`src/rtl/bsg_mcl_word_serdes_pkg.sv`:
```
// rtl/bsg_mcl_word_serdes_pkg.sv - shared constants and types for the MCL word serdes
package bsg_mcl_word_serdes_pkg;

    localparam int words_per_pkt_lp = 4;

    typedef logic [1:0] word_idx_t;

    localparam word_idx_t last_word_idx_lp = word_idx_t'(words_per_pkt_lp - 1);

endpackage

```
`src/rtl/bsg_fifo_1r1w_small.sv`:
```
// rtl/bsg_fifo_1r1w_small.sv - small register-based FIFO with valid/ready in, valid/yumi out
module bsg_fifo_1r1w_small #(
    parameter int width_p = 128,
    parameter int els_p   = 4
) (
    input  logic               clk_i,
    input  logic               reset_n_i,
    input  logic               v_i,
    input  logic [width_p-1:0] data_i,
    output logic               ready_o,
    output logic               v_o,
    output logic [width_p-1:0] data_o,
    input  logic               yumi_i
);

    localparam int ptr_w_lp = (els_p > 1) ? $clog2(els_p) : 1;
    localparam int cnt_w_lp = $clog2(els_p + 1);

    logic [width_p-1:0]  mem_q [els_p];
    logic [ptr_w_lp-1:0] wptr_q, wptr_d;
    logic [ptr_w_lp-1:0] rptr_q, rptr_d;
    logic [cnt_w_lp-1:0] count_q, count_d;

    // Callers only raise v_i when ready_o is high and yumi_i when v_o is high.
    always_comb begin
        wptr_d  = wptr_q;
        rptr_d  = rptr_q;
        count_d = count_q;
        if (v_i) begin
            wptr_d  = (wptr_q == ptr_w_lp'(els_p - 1)) ? '0 : wptr_q + ptr_w_lp'(1);
            count_d = count_d + cnt_w_lp'(1);
        end
        if (yumi_i) begin
            rptr_d  = (rptr_q == ptr_w_lp'(els_p - 1)) ? '0 : rptr_q + ptr_w_lp'(1);
            count_d = count_d - cnt_w_lp'(1);
        end
    end

    always_ff @(posedge clk_i) begin
        if (!reset_n_i) begin
            wptr_q  <= '0;
            rptr_q  <= '0;
            count_q <= '0;
        end else begin
            wptr_q  <= wptr_d;
            rptr_q  <= rptr_d;
            count_q <= count_d;
        end
    end

    always_ff @(posedge clk_i) begin
        if (v_i) begin
            mem_q[wptr_q] <= data_i;
        end
    end

    assign ready_o = (count_q != cnt_w_lp'(els_p));
    assign v_o     = (count_q != '0);
    assign data_o  = mem_q[rptr_q];

endmodule

```
`src/rtl/bsg_mcl_word_serdes.sv`:
```
// rtl/bsg_mcl_word_serdes.sv - host word to MCL packet serializer/deserializer
module bsg_mcl_word_serdes
    import bsg_mcl_word_serdes_pkg::*;
#(
    parameter int word_width_p   = 32,
    parameter int packet_width_p = 4 * word_width_p,
    parameter int rx_els_p       = 4
) (
    input  logic                               clk_i,
    input  logic                               reset_n_i,
    input  logic                               tx_word_v_i,
    input  logic [word_width_p-1:0]            tx_word_i,
    output logic                               tx_word_ready_o,
    output logic                               pkt_v_o,
    output logic [packet_width_p-1:0]          pkt_data_o,
    input  logic                               pkt_ready_i,
    input  logic                               pkt_v_i,
    input  logic [packet_width_p-1:0]          pkt_data_i,
    output logic                               pkt_ready_o,
    output logic                               rx_word_v_o,
    output logic [word_width_p-1:0]            rx_word_o,
    input  logic                               rx_word_yumi_i,
    output logic [$clog2(4*rx_els_p+1)-1:0]    rx_occupancy_o
);

    localparam int occ_w_lp = $clog2(4 * rx_els_p + 1);

    // Held low through reset so both ready outputs stay deasserted until release.
    logic running_q;

    always_ff @(posedge clk_i) begin
        if (!reset_n_i) running_q <= 1'b0;
        else            running_q <= 1'b1;
    end

    logic                      tx_accept;
    word_idx_t                 tx_idx_q, tx_idx_d;
    logic [packet_width_p-1:0] tx_data_q, tx_data_d;
    logic                      pkt_v_q, pkt_v_d;

    assign tx_word_ready_o = running_q & ~pkt_v_q;
    assign tx_accept       = tx_word_v_i & tx_word_ready_o;

    always_comb begin
        tx_idx_d  = tx_idx_q;
        tx_data_d = tx_data_q;
        pkt_v_d   = pkt_v_q;
        if (pkt_v_q && pkt_ready_i) begin
            pkt_v_d = 1'b0;
        end
        if (tx_accept) begin
            tx_data_d[int'(tx_idx_q)*word_width_p +: word_width_p] = tx_word_i;
            tx_idx_d = tx_idx_q + word_idx_t'(1);
            if (tx_idx_q == last_word_idx_lp) begin
                pkt_v_d = 1'b1;
            end
        end
    end

    always_ff @(posedge clk_i) begin
        if (!reset_n_i) begin
            tx_idx_q  <= '0;
            tx_data_q <= '0;
            pkt_v_q   <= 1'b0;
        end else begin
            tx_idx_q  <= tx_idx_d;
            tx_data_q <= tx_data_d;
            pkt_v_q   <= pkt_v_d;
        end
    end

    assign pkt_v_o    = pkt_v_q;
    assign pkt_data_o = tx_data_q;

    logic                      fifo_ready;
    logic                      fifo_v;
    logic [packet_width_p-1:0] fifo_data;
    logic                      rx_enq;
    logic                      rx_yumi;
    logic                      rx_deq;
    word_idx_t                 rx_idx_q, rx_idx_d;
    logic [occ_w_lp-1:0]       occ_q, occ_d;

    assign pkt_ready_o = running_q & fifo_ready;
    assign rx_enq      = pkt_v_i & pkt_ready_o;
    assign rx_yumi     = rx_word_yumi_i & rx_word_v_o;
    assign rx_deq      = rx_yumi & (rx_idx_q == last_word_idx_lp);

    bsg_fifo_1r1w_small #(
        .width_p (packet_width_p),
        .els_p   (rx_els_p)
    ) rx_fifo (
        .clk_i     (clk_i),
        .reset_n_i (reset_n_i),
        .v_i       (rx_enq),
        .data_i    (pkt_data_i),
        .ready_o   (fifo_ready),
        .v_o       (fifo_v),
        .data_o    (fifo_data),
        .yumi_i    (rx_deq)
    );

    // Occupancy is tracked directly rather than derived from the FIFO count so
    // that it is a clean register: +4 per enqueue, -1 per consumed word.
    always_comb begin
        rx_idx_d = rx_idx_q;
        occ_d    = occ_q;
        if (rx_enq) begin
            occ_d = occ_d + occ_w_lp'(words_per_pkt_lp);
        end
        if (rx_yumi) begin
            rx_idx_d = rx_idx_q + word_idx_t'(1);
            occ_d    = occ_d - occ_w_lp'(1);
        end
    end

    always_ff @(posedge clk_i) begin
        if (!reset_n_i) begin
            rx_idx_q <= '0;
            occ_q    <= '0;
        end else begin
            rx_idx_q <= rx_idx_d;
            occ_q    <= occ_d;
        end
    end

    assign rx_word_v_o    = fifo_v;
    assign rx_word_o      = fifo_data[int'(rx_idx_q)*word_width_p +: word_width_p];
    assign rx_occupancy_o = occ_q;

    always_ff @(posedge clk_i) begin
        if (reset_n_i) begin
            assert (!(rx_word_yumi_i && !rx_word_v_o))
                else $error("rx_word_yumi_i asserted while rx_word_v_o is low");
        end
    end

endmodule
```
`config.mk`:
```
export PLATFORM = sky130hd
export DESIGN_NAME = bsg_mcl_word_serdes
export DESIGN_NICKNAME = d
export VERILOG_FILES = /design/src/rtl/bsg_mcl_word_serdes_pkg.sv /design/src/rtl/bsg_fifo_1r1w_small.sv /design/src/rtl/bsg_mcl_word_serdes.sv
export SDC_FILE = /design/constraint.sdc
export NUM_CORES = 1
export LEC_CHECK = 0
export ABC_AREA = 0
export CORE_ASPECT_RATIO = 1.75
export CORE_MARGIN = 2
export CORE_UTILIZATION = 50
export CTS_CLUSTER_DIAMETER = 60
export CTS_CLUSTER_SIZE = 14
export DETAILED_ROUTE_END_ITERATION = 7
export GPL_ROUTABILITY_DRIVEN = 0
export PLACE_DENSITY_LB_ADDON = 0.08
export SYNTH_ARGS = -nofsm -noshare
export SYNTH_HDL_FRONTEND = slang
export SYNTH_SLANG_ARGS = --single-unit
```
`constraint.sdc`:
```
create_clock -name clk_i -period 4.95 [get_ports clk_i]
set_clock_uncertainty 0.1 [all_clocks]
set_input_delay 0.7425 -clock clk_i [delete_from_list [all_inputs] [get_ports clk_i]]
set_output_delay 0.7425 -clock clk_i [all_outputs]
set_load 0.02 [all_outputs]
```
==> results of run 1 <==
==> stage by stage <==
stage,power (W),area (µm²),instances,worst slack (ps),utilization
after floorplan,0.00655,25200,1488,329,-
after global placement,0.00695,29300,2414,1560,0.590
after detailed placement,0.00696,29300,2414,1540,0.590
after CTS,0.0107,30800,2483,889,0.619
after global routing,0.0110,30800,2491,791,0.619
final,0.0106,30800,2492,979,0.619
==> final cells by class <==
type	instances	area [µm²]	share of cell area
clock inverter	3	52.6	0.00171
tap	660	826	0.0268
timing repair buffer	370	3710	0.120
antenna	9	22.5	0.000731
inverter	9	33.8	0.00110
sequential	660	18300	0.596
clock buffer	66	1400	0.0453
multi-input combinational	715	6410	0.208
==> cells in the mapped netlist (6+ instances only) <==
library cell               instances  area (µm²)
sky130_fd_sc_hd__clkbuf_1         42         158
sky130_fd_sc_hd__and2_1           11        68.8
sky130_fd_sc_hd__ha_1             17         213
sky130_fd_sc_hd__buf_2            43         215
sky130_fd_sc_hd__xnor2_1           8        70.1
sky130_fd_sc_hd__mux4_2          128        2880
sky130_fd_sc_hd__nand3_1         134         671
sky130_fd_sc_hd__dfxtp_1         148        2960
sky130_fd_sc_hd__a21boi_0         87         653
sky130_fd_sc_hd__a22oi_1          64         480
sky130_fd_sc_hd__buf_1            10        37.5
sky130_fd_sc_hd__nor2b_1           6        37.5
sky130_fd_sc_hd__a21boi_1         45         338
sky130_fd_sc_hd__nand2_1         178         668
sky130_fd_sc_hd__edfxtp_1        512       15400
sky130_fd_sc_hd__buf_4             9        67.6
sky130_fd_sc_hd__inv_1             9        33.8
sky130_fd_sc_hd__and3_1            9        56.3
==> power by group through the flow <==
stage,Combinational (W),Sequential [W],Clock [W]
floorplan,0.000297,0.00625,0
global placement,0.000727,0.00622,0
detailed placement,0.000737,0.00623,0
CTS,0.000740,0.00611,0.00388
global route,0.000779,0.00611,0.00408
finish,0.000731,0.00610,0.00379
==> kinds of logic (layout without fill, tap and decap cells) <==
logic type,count (synthesis),count (layout),share of synthesized area
simple gates,352,352,0.0633
buf+inv,113,448,0.0203
xor+xnor,12,12,0.00447
mux,130,130,0.115
compound gates,204,204,0.0604
fa+ha+maj,17,17,0.00844
other cells,0,9,0
flops,660,660,0.728
==> path summary, 6_finish.rpt <==
| check | start | end | slack [ps] | depth (start not counted) |
|---|---|---|---|---|
| worst max-delay path | flop | rx_word_o[17] | 980 | 5 |
| worst min-delay path | pkt_data_o[52]$_SDFFE_PN0P_ | pkt_data_o[52]$_SDFFE_PN0P_ | 350 | 2 |
| worst max register to register | rx_fifo.count_q[0]$_SDFF_PN0_ | rx_fifo.mem_q[2][7]$_DFFE_PP_ | 2220 | 5 |
| worst min register to register | pkt_data_o[52]$_SDFFE_PN0P_ | pkt_data_o[52]$_SDFFE_PN0P_ | 350 | 2 |
==> sequential cells by signal (all words and copies together), names as in the netlist, named ones only <==
register,flops
pkt_data_o,128
pkt_v_o,1
running_q,1
rx_fifo.count_q,3
rx_fifo.mem_q,512
rx_fifo.rptr_q,2
rx_fifo.wptr_q,2
rx_idx_q,2
rx_occupancy_o,5
tx_idx_q,2
==> metal layers <==
layer | vias up | GRT usage | share of wire
met3 | 99 | 0.0439 | 0.058
met2 | 484 | 0.420 | 0.54
met1 | 7266 | 0.272 | 0.38
met4 | 10 | 0.0840 | 0.029
met5 | - | 0 | 0.0011
li1 | 6392 | - | -
==> critical path, stage by stage, from the launching register on <==
cell	delay, ps
sky130_fd_sc_hd__dfxtp_4	450
sky130_fd_sc_hd__buf_4	540
sky130_fd_sc_hd__mux4_2	590
sky130_fd_sc_hd__a22oi_1	210
sky130_fd_sc_hd__nand2_1	100
sky130_fd_sc_hd__clkdlybuf4s50_1	620
==> out/metrics.sh, run 1 <==
LAYOUT.CELLS.MOST_COMMON_LIST='sky130_fd_sc_hd__edfxtp_1 (512), sky130_fd_sc_hd__clkdlybuf4s50_1 (333), sky130_fd_sc_hd__nand2_1 (178), sky130_fd_sc_hd__dfxtp_1 (146), sky130_fd_sc_hd__nand3_1 (134)'
HPWL_DETAILED_MM=39.0
CP_DATA_REQUIRED_TIME_PS=4110
LAYOUT.NETS=1992
POST-ROUTE-PERIOD-UTIL=0.802
SYNTH_CELL_TYPES=37
ROUTE.VIAS.TOTAL=14300
POSTROUTEANTENNANETS=0
GLOBALROUTETOTALUTIL=0.231
POWER_REPORT.INTERNAL_TOTAL_W=0.00837
GRT_ANTENNA_BEFORE_REPAIR=14
SHARE_CLK_OF_TOTAL_POWER=0.357
SWITCHING_SHARE=0.212
TIMING_MAX_TRANSITION_VIOLATIONS_FINAL=0
TIMING_WORST_SETUP_PATH_TYPE='flop to primary output'
DRT-WIRELENGTH-PER-CELL_UM=24.3
WORST-SLEW-PIN-TRANSITION_PS=1080
WORST_SLEW_SLACK_AS_A_FRACTION_OF_ITS_LIMIT=0.281
DIE-AREA_UM2=52300
WHS_PS=347
DIE_W_UM=174
H-TREE-DEPTH=2
CRIT_FANOUT=32
MAXCAPVIOLCOUNT=0
SYNTHESIZED_NETLIST_CELL_COUNT=1488
PATH_CLK_SLEW_PS=70
POWER.DENSITY_nW_PER_UM2=345
FINALHOLDVIOLCOUNT=0
CORE-AREA_UM2=49700
MOST_FREQUENT_STANDARD_CELL_IN_THE_LAYOUT_EXCLUDING_FILL_AND_TAP_CELLS='sky130_fd_sc_hd__edfxtp_1'
CTS.SINKS=660
CTS-RESIZED-GATES=0
SYNTH_WARNINGS=0
SYNTHESIS.NETS=1671
WORSTSETUPSTARTPOINTTYPE='flop'
TRITONCTS='yes'
PORT_BUFFERS=334
SYNTH_AREA_PER_CELL_UM2=16.9
CLOCK_LATENCY_ON_THE_WORST_SKEW_PAIR_PS=590
NUMCTSBUFFERS=53
TIMING.HOLD.WORST.CLASS='flop to flop'
INITIAL_CORE_UTIL=0.507
DETAIL_ROUTE.WIRELENGTH_MM=60.4
P_SEQ_FRAC=0.575
POSTSYNTH.ASYNCRESETSHARE=0
GRT_PASS1_WL_MM=90.8
WORST_EP_ARRIVAL_TIME_PS=3130
SUM_OF_OVERFLOW_ACROSS_ALL_LAYERS_AFTER_GLOBAL_ROUTING=0
CTS_HOLD_REPAIR.BUFFERS=0
REPORT.FINAL.SETUP_VIOL=0
ROOT_BUFFER='sky130_fd_sc_hd__clkbuf_16'
SYNTH_ENABLE_FLOP_CELLS=512
NFILLCELLS=3801
STATUS='completed'
FINALCRITICALPERIOD_PS=3970
DETAILEDROUTE.FIRSTITERATIONVIOLATIONS=1000
TOTALNEGATIVESETUPSLACK_PS=0
TOP_LEVEL_PORTS=335
POWER_SPENT_CHARGING_AND_DISCHARGING_NETS_W=0.00226
TIMING.FMAX_GHz=0.252
ROUTE.DETAILED.VIAS_PER_INST=5.72
ROW_COUNT=108
COMB_POWER_SHARE=0.069
CTS_MAX_PATH_BUFFERS=3
POST_ROUTE_CELLS_DRIVE_ABOVE_1_SHARE=0.132
FIRST_GLOBAL_VIAS=14900
DRCVIOLATIONCOUNT=0
SYNTH_FLOP_CELL='sky130_fd_sc_hd__edfxtp_1'
CP-END-KIND='primary output'
SYNTHESIS_STAGE_REGISTER_BIT_COUNT=660
YOSYSSEQAREASHARE=0.728
SYNTH.CELL_AREA_UM2=25200
SETUP_REPAIR_AFTER_GLOBAL_ROUTING_MISSED_ITS_MARGIN='no'
AREA.GROWTH.SYNTH_TO_FINAL_PCT=22.2
P_LEAK_nW=9.66
DIEHEIGHT_UM=301
POWER.IR.VDD_WORST_mV=0.387
POST-CTS-SETUP-BUFFER-COUNT=0
DRT_PASS1_ITERATIONS=5
GRT_MAX_DEGREE=66
Note: power is estimated with default switching activity, not from simulation.
==> run 2: changes to the inputs <==
==> constraint.sdc (replaced) <==
create_clock -name clk_i -period 4.1 [get_ports clk_i]
set_clock_uncertainty 0.1 [all_clocks]
set_input_delay 0.615 -clock clk_i [delete_from_list [all_inputs] [get_ports clk_i]]
set_output_delay 0.615 -clock clk_i [all_outputs]
set_load 0.02 [all_outputs]
==> out/metrics.sh, run 2 (synthesis results as in run 1) <==
STATUS='completed'  # unchanged
POST-ROUTE-PERIOD-UTIL=0.934
DRT_PASS1_ITERATIONS=5  # unchanged
POST-CTS-SETUP-BUFFER-COUNT=0  # unchanged
ROUTE.VIAS.TOTAL=14200  # was 14,300
GRT_PASS1_WL_MM=91.2  # was 90.8 mm
FF2FF_PATH_DEPTH=5  # unchanged
POST_ROUTE_CELLS_DRIVE_ABOVE_1_SHARE=0.134  # was 0.132
TOP_LEVEL_PORTS=335  # unchanged
GRT_ANTENNA_BEFORE_REPAIR=11  # was 14
SUM_OF_OVERFLOW_ACROSS_ALL_LAYERS_AFTER_GLOBAL_ROUTING=0  # unchanged
DRCVIOLATIONCOUNT=0  # unchanged
WORST_R2R_STARTPOINT='rx_fifo.count_q[0]$_SDFF_PN0_'  # unchanged
R2R-END='rx_fifo.mem_q[2][110]$_DFFE_PP_'  # was rx_fifo.mem_q[2][7]$_DFFE_PP_
CTS_MAX_PATH_BUFFERS=3  # unchanged
WORSTSETUPENDPOINT='rx_word_o[14]'  # was rx_word_o[17]
CP-END-KIND='primary output'  # unchanged
WORST-SLEW-PIN-TRANSITION_PS=691  # was 1080 ps
DIE_W_UM=174  # unchanged
WORST_SLEW_SLACK_AS_A_FRACTION_OF_ITS_LIMIT=0.538  # was 0.281
TOTALNEGATIVESETUPSLACK_PS=0  # unchanged
POWER.IR.VDD_WORST_mV=0.437  # was 0.387 mV
CTS-RESIZED-GATES=0  # unchanged
DIEHEIGHT_UM=301  # unchanged
REG2REG_SETUP_SLACK_PS=1640  # was 2220 ps
LAYOUT.NETS=2001  # was 1,992
TIMING.HOLD.WORST.CLASS='primary input to flop'  # was flop to flop
LARGEST_REGISTER_BY_FLOP_COUNT='rx_fifo.mem_q'  # unchanged
TIMING_WORST_SETUP_PATH_TYPE='flop to primary output'  # unchanged
POSTROUTEANTENNANETS=0  # unchanged
AREA.GROWTH.SYNTH_TO_FINAL_PCT=23.1  # was 22.2%
MOST_FREQUENT_STANDARD_CELL_IN_THE_LAYOUT_EXCLUDING_FILL_AND_TAP_CELLS='sky130_fd_sc_hd__edfxtp_1'  # unchanged
DETAIL_ROUTE.WIRELENGTH_MM=60.3  # was 60.4 mm
GLOBALROUTETOTALUTIL=0.231  # about the same
CLOCK_LATENCY_ON_THE_WORST_SKEW_PAIR_PS=590  # about the same
ROUTE.DETAILED.VIAS_PER_INST=5.67  # was 5.72
WORST_EP_ARRIVAL_TIME_PS=3110  # was 3130 ps
DIE-AREA_UM2=52300  # unchanged
HPWL_DETAILED_MM=39.6  # was 39.0 mm
PORT_BUFFERS=334  # unchanged
PATH_CLK_SLEW_PS=70  # about the same
INITIAL_CORE_UTIL=0.507  # unchanged
LAYOUT.CELLS.MOST_COMMON_LIST='sky130_fd_sc_hd__edfxtp_1 (512), sky130_fd_sc_hd__clkdlybuf4s50_1 (333), sky130_fd_sc_hd__nand2_1 (178), sky130_fd_sc_hd__dfxtp_1 (146), sky130_fd_sc_hd__nand3_1 (134)'  # unchanged
REPORT.FINAL.SETUP_VIOL=0  # unchanged
WORSTSETUPSTARTPOINTTYPE='flop'  # unchanged
ROOT_BUFFER='sky130_fd_sc_hd__clkbuf_16'  # unchanged
P_LEAK_nW=9.76  # was 9.66 nW
FINALCRITICALPERIOD_PS=3830
HP_START='reset_n_i'  # was pkt_data_o[52]$_SDFFE_PN0P_
CP_DATA_REQUIRED_TIME_PS=3380  # was 4110 ps
FIRST_GLOBAL_VIAS=14900  # about the same
FINALHOLDVIOLCOUNT=0  # unchanged
LARGEST_REGISTER_FFS=512  # unchanged
DRT-WIRELENGTH-PER-CELL_UM=24.0  # was 24.3 µm
CRIT_FANOUT=31  # was 32
CTS_HOLD_REPAIR.BUFFERS=0  # unchanged
SETUP_REPAIR_AFTER_GLOBAL_ROUTING_MISSED_ITS_MARGIN='no'  # unchanged
FINISH.UTILIZATION=0.624  # was 0.619
TIMING.FMAX_GHz=0.261
POWER.DENSITY_nW_PER_UM2=417  # was 345 nW/µm²
GRT_MAX_DEGREE=138  # was 66
TRITONCTS='yes'  # unchanged
TIMING_MAX_TRANSITION_VIOLATIONS_FINAL=0  # unchanged
CORE-AREA_UM2=49700  # unchanged
NUMCTSBUFFERS=53  # unchanged
CTS.SINKS=660  # unchanged
DETAILEDROUTE.FIRSTITERATIONVIOLATIONS=948  # was 1,000
H-TREE-DEPTH=2  # unchanged
MAXCAPVIOLCOUNT=0  # unchanged
ROW_COUNT=108  # unchanged
run 2: area by class of cell:
| cell class | count | area [µm²] |
|---|---|---|
| Antenna cell | 4 | 10.0 |
| Clock buffer | 80 | 1450 |
| Clock inverter | 3 | 52.6 |
| Fill cell | 3740 | 18700 |
| Inverter | 9 | 33.8 |
| Multi-Input combinational cell | 715 | 6410 |
| Sequential cell | 660 | 18300 |
| Tap cell | 660 | 826 |
| Timing Repair Buffer | 379 | 3890 |
run 2: per-stage QoR:
stage | power, W | worst slack [ps] | hold WS, ps | cell area, µm² | cells
3_3_place_gp | 0.00839 | 839 | 339 | 29500 | 2423
3_5_place_dp | 0.00840 | 831 | 341 | 29500 | 2423
6_report | 0.0129 | 271 | 271 | 31000 | 2510
4_1_cts | 0.0131 | 189 | 251 | 31000 | 2506
5_1_grt | 0.0134 | 63.3 | 276 | 31000 | 2510
2_1_floorplan | 0.00790 | 989 | 360 | 25200 | 1488
run 2: where the power goes:
| part | switching, W | total (W) | internal, W |
|---|---|---|---|
| combinational | 0.000478 | 0.000881 | 0.000404 |
| sequential | 0.0000434 | 0.00737 | 0.00733 |
| clock | 0.00225 | 0.00468 | 0.00243 |
run 2: critical path, cell delays in order, from the launching register on:
cell	delay, ps
sky130_fd_sc_hd__dfxtp_4	480
sky130_fd_sc_hd__buf_12	300
sky130_fd_sc_hd__buf_12	240
sky130_fd_sc_hd__mux4_2	510
sky130_fd_sc_hd__a22oi_1	230
sky130_fd_sc_hd__nand2_1	150
sky130_fd_sc_hd__clkdlybuf4s50_1	580
run 2: how the worst min path moves through the flow:
stage	to	slack (ps)	cells past startpoint
3_5_place_dp	pkt_data_o[97]$_SDFFE_PN0P_	340	2
2_1_floorplan	flop	360	2
3_3_place_gp	pkt_data_o[21]$_SDFFE_PN0P_	340	2
5_1_grt	pkt_data_o[20]$_SDFFE_PN0P_	280	2
6_report	pkt_data_o[20]$_SDFFE_PN0P_	270	2
4_1_cts	pkt_data_o[20]$_SDFFE_PN0P_	250	2
run 2: per-layer routing:
layer,global-route usage,vias up,share of wire
met2,0.434,474,0.54
met1,0.263,7202,0.37
met4,0.0782,8,0.031
met3,0.0449,105,0.058
met5,0,-,0.00078
li1,-,6434,-
==> run 3: changes to the inputs <==
--- a/config.mk
+++ b/config.mk
@@ -13,6 +13,7 @@
 export CTS_CLUSTER_SIZE = 14
 export DETAILED_ROUTE_END_ITERATION = 7
 export GPL_ROUTABILITY_DRIVEN = 0
+export HOLD_SLACK_MARGIN = 0.15
 export PLACE_DENSITY_LB_ADDON = 0.08
 export SYNTH_ARGS = -nofsm -noshare
 export SYNTH_HDL_FRONTEND = slang
==> results of run 3 <==
No change in the layout: final DEF, timing and power equal those of run 2.
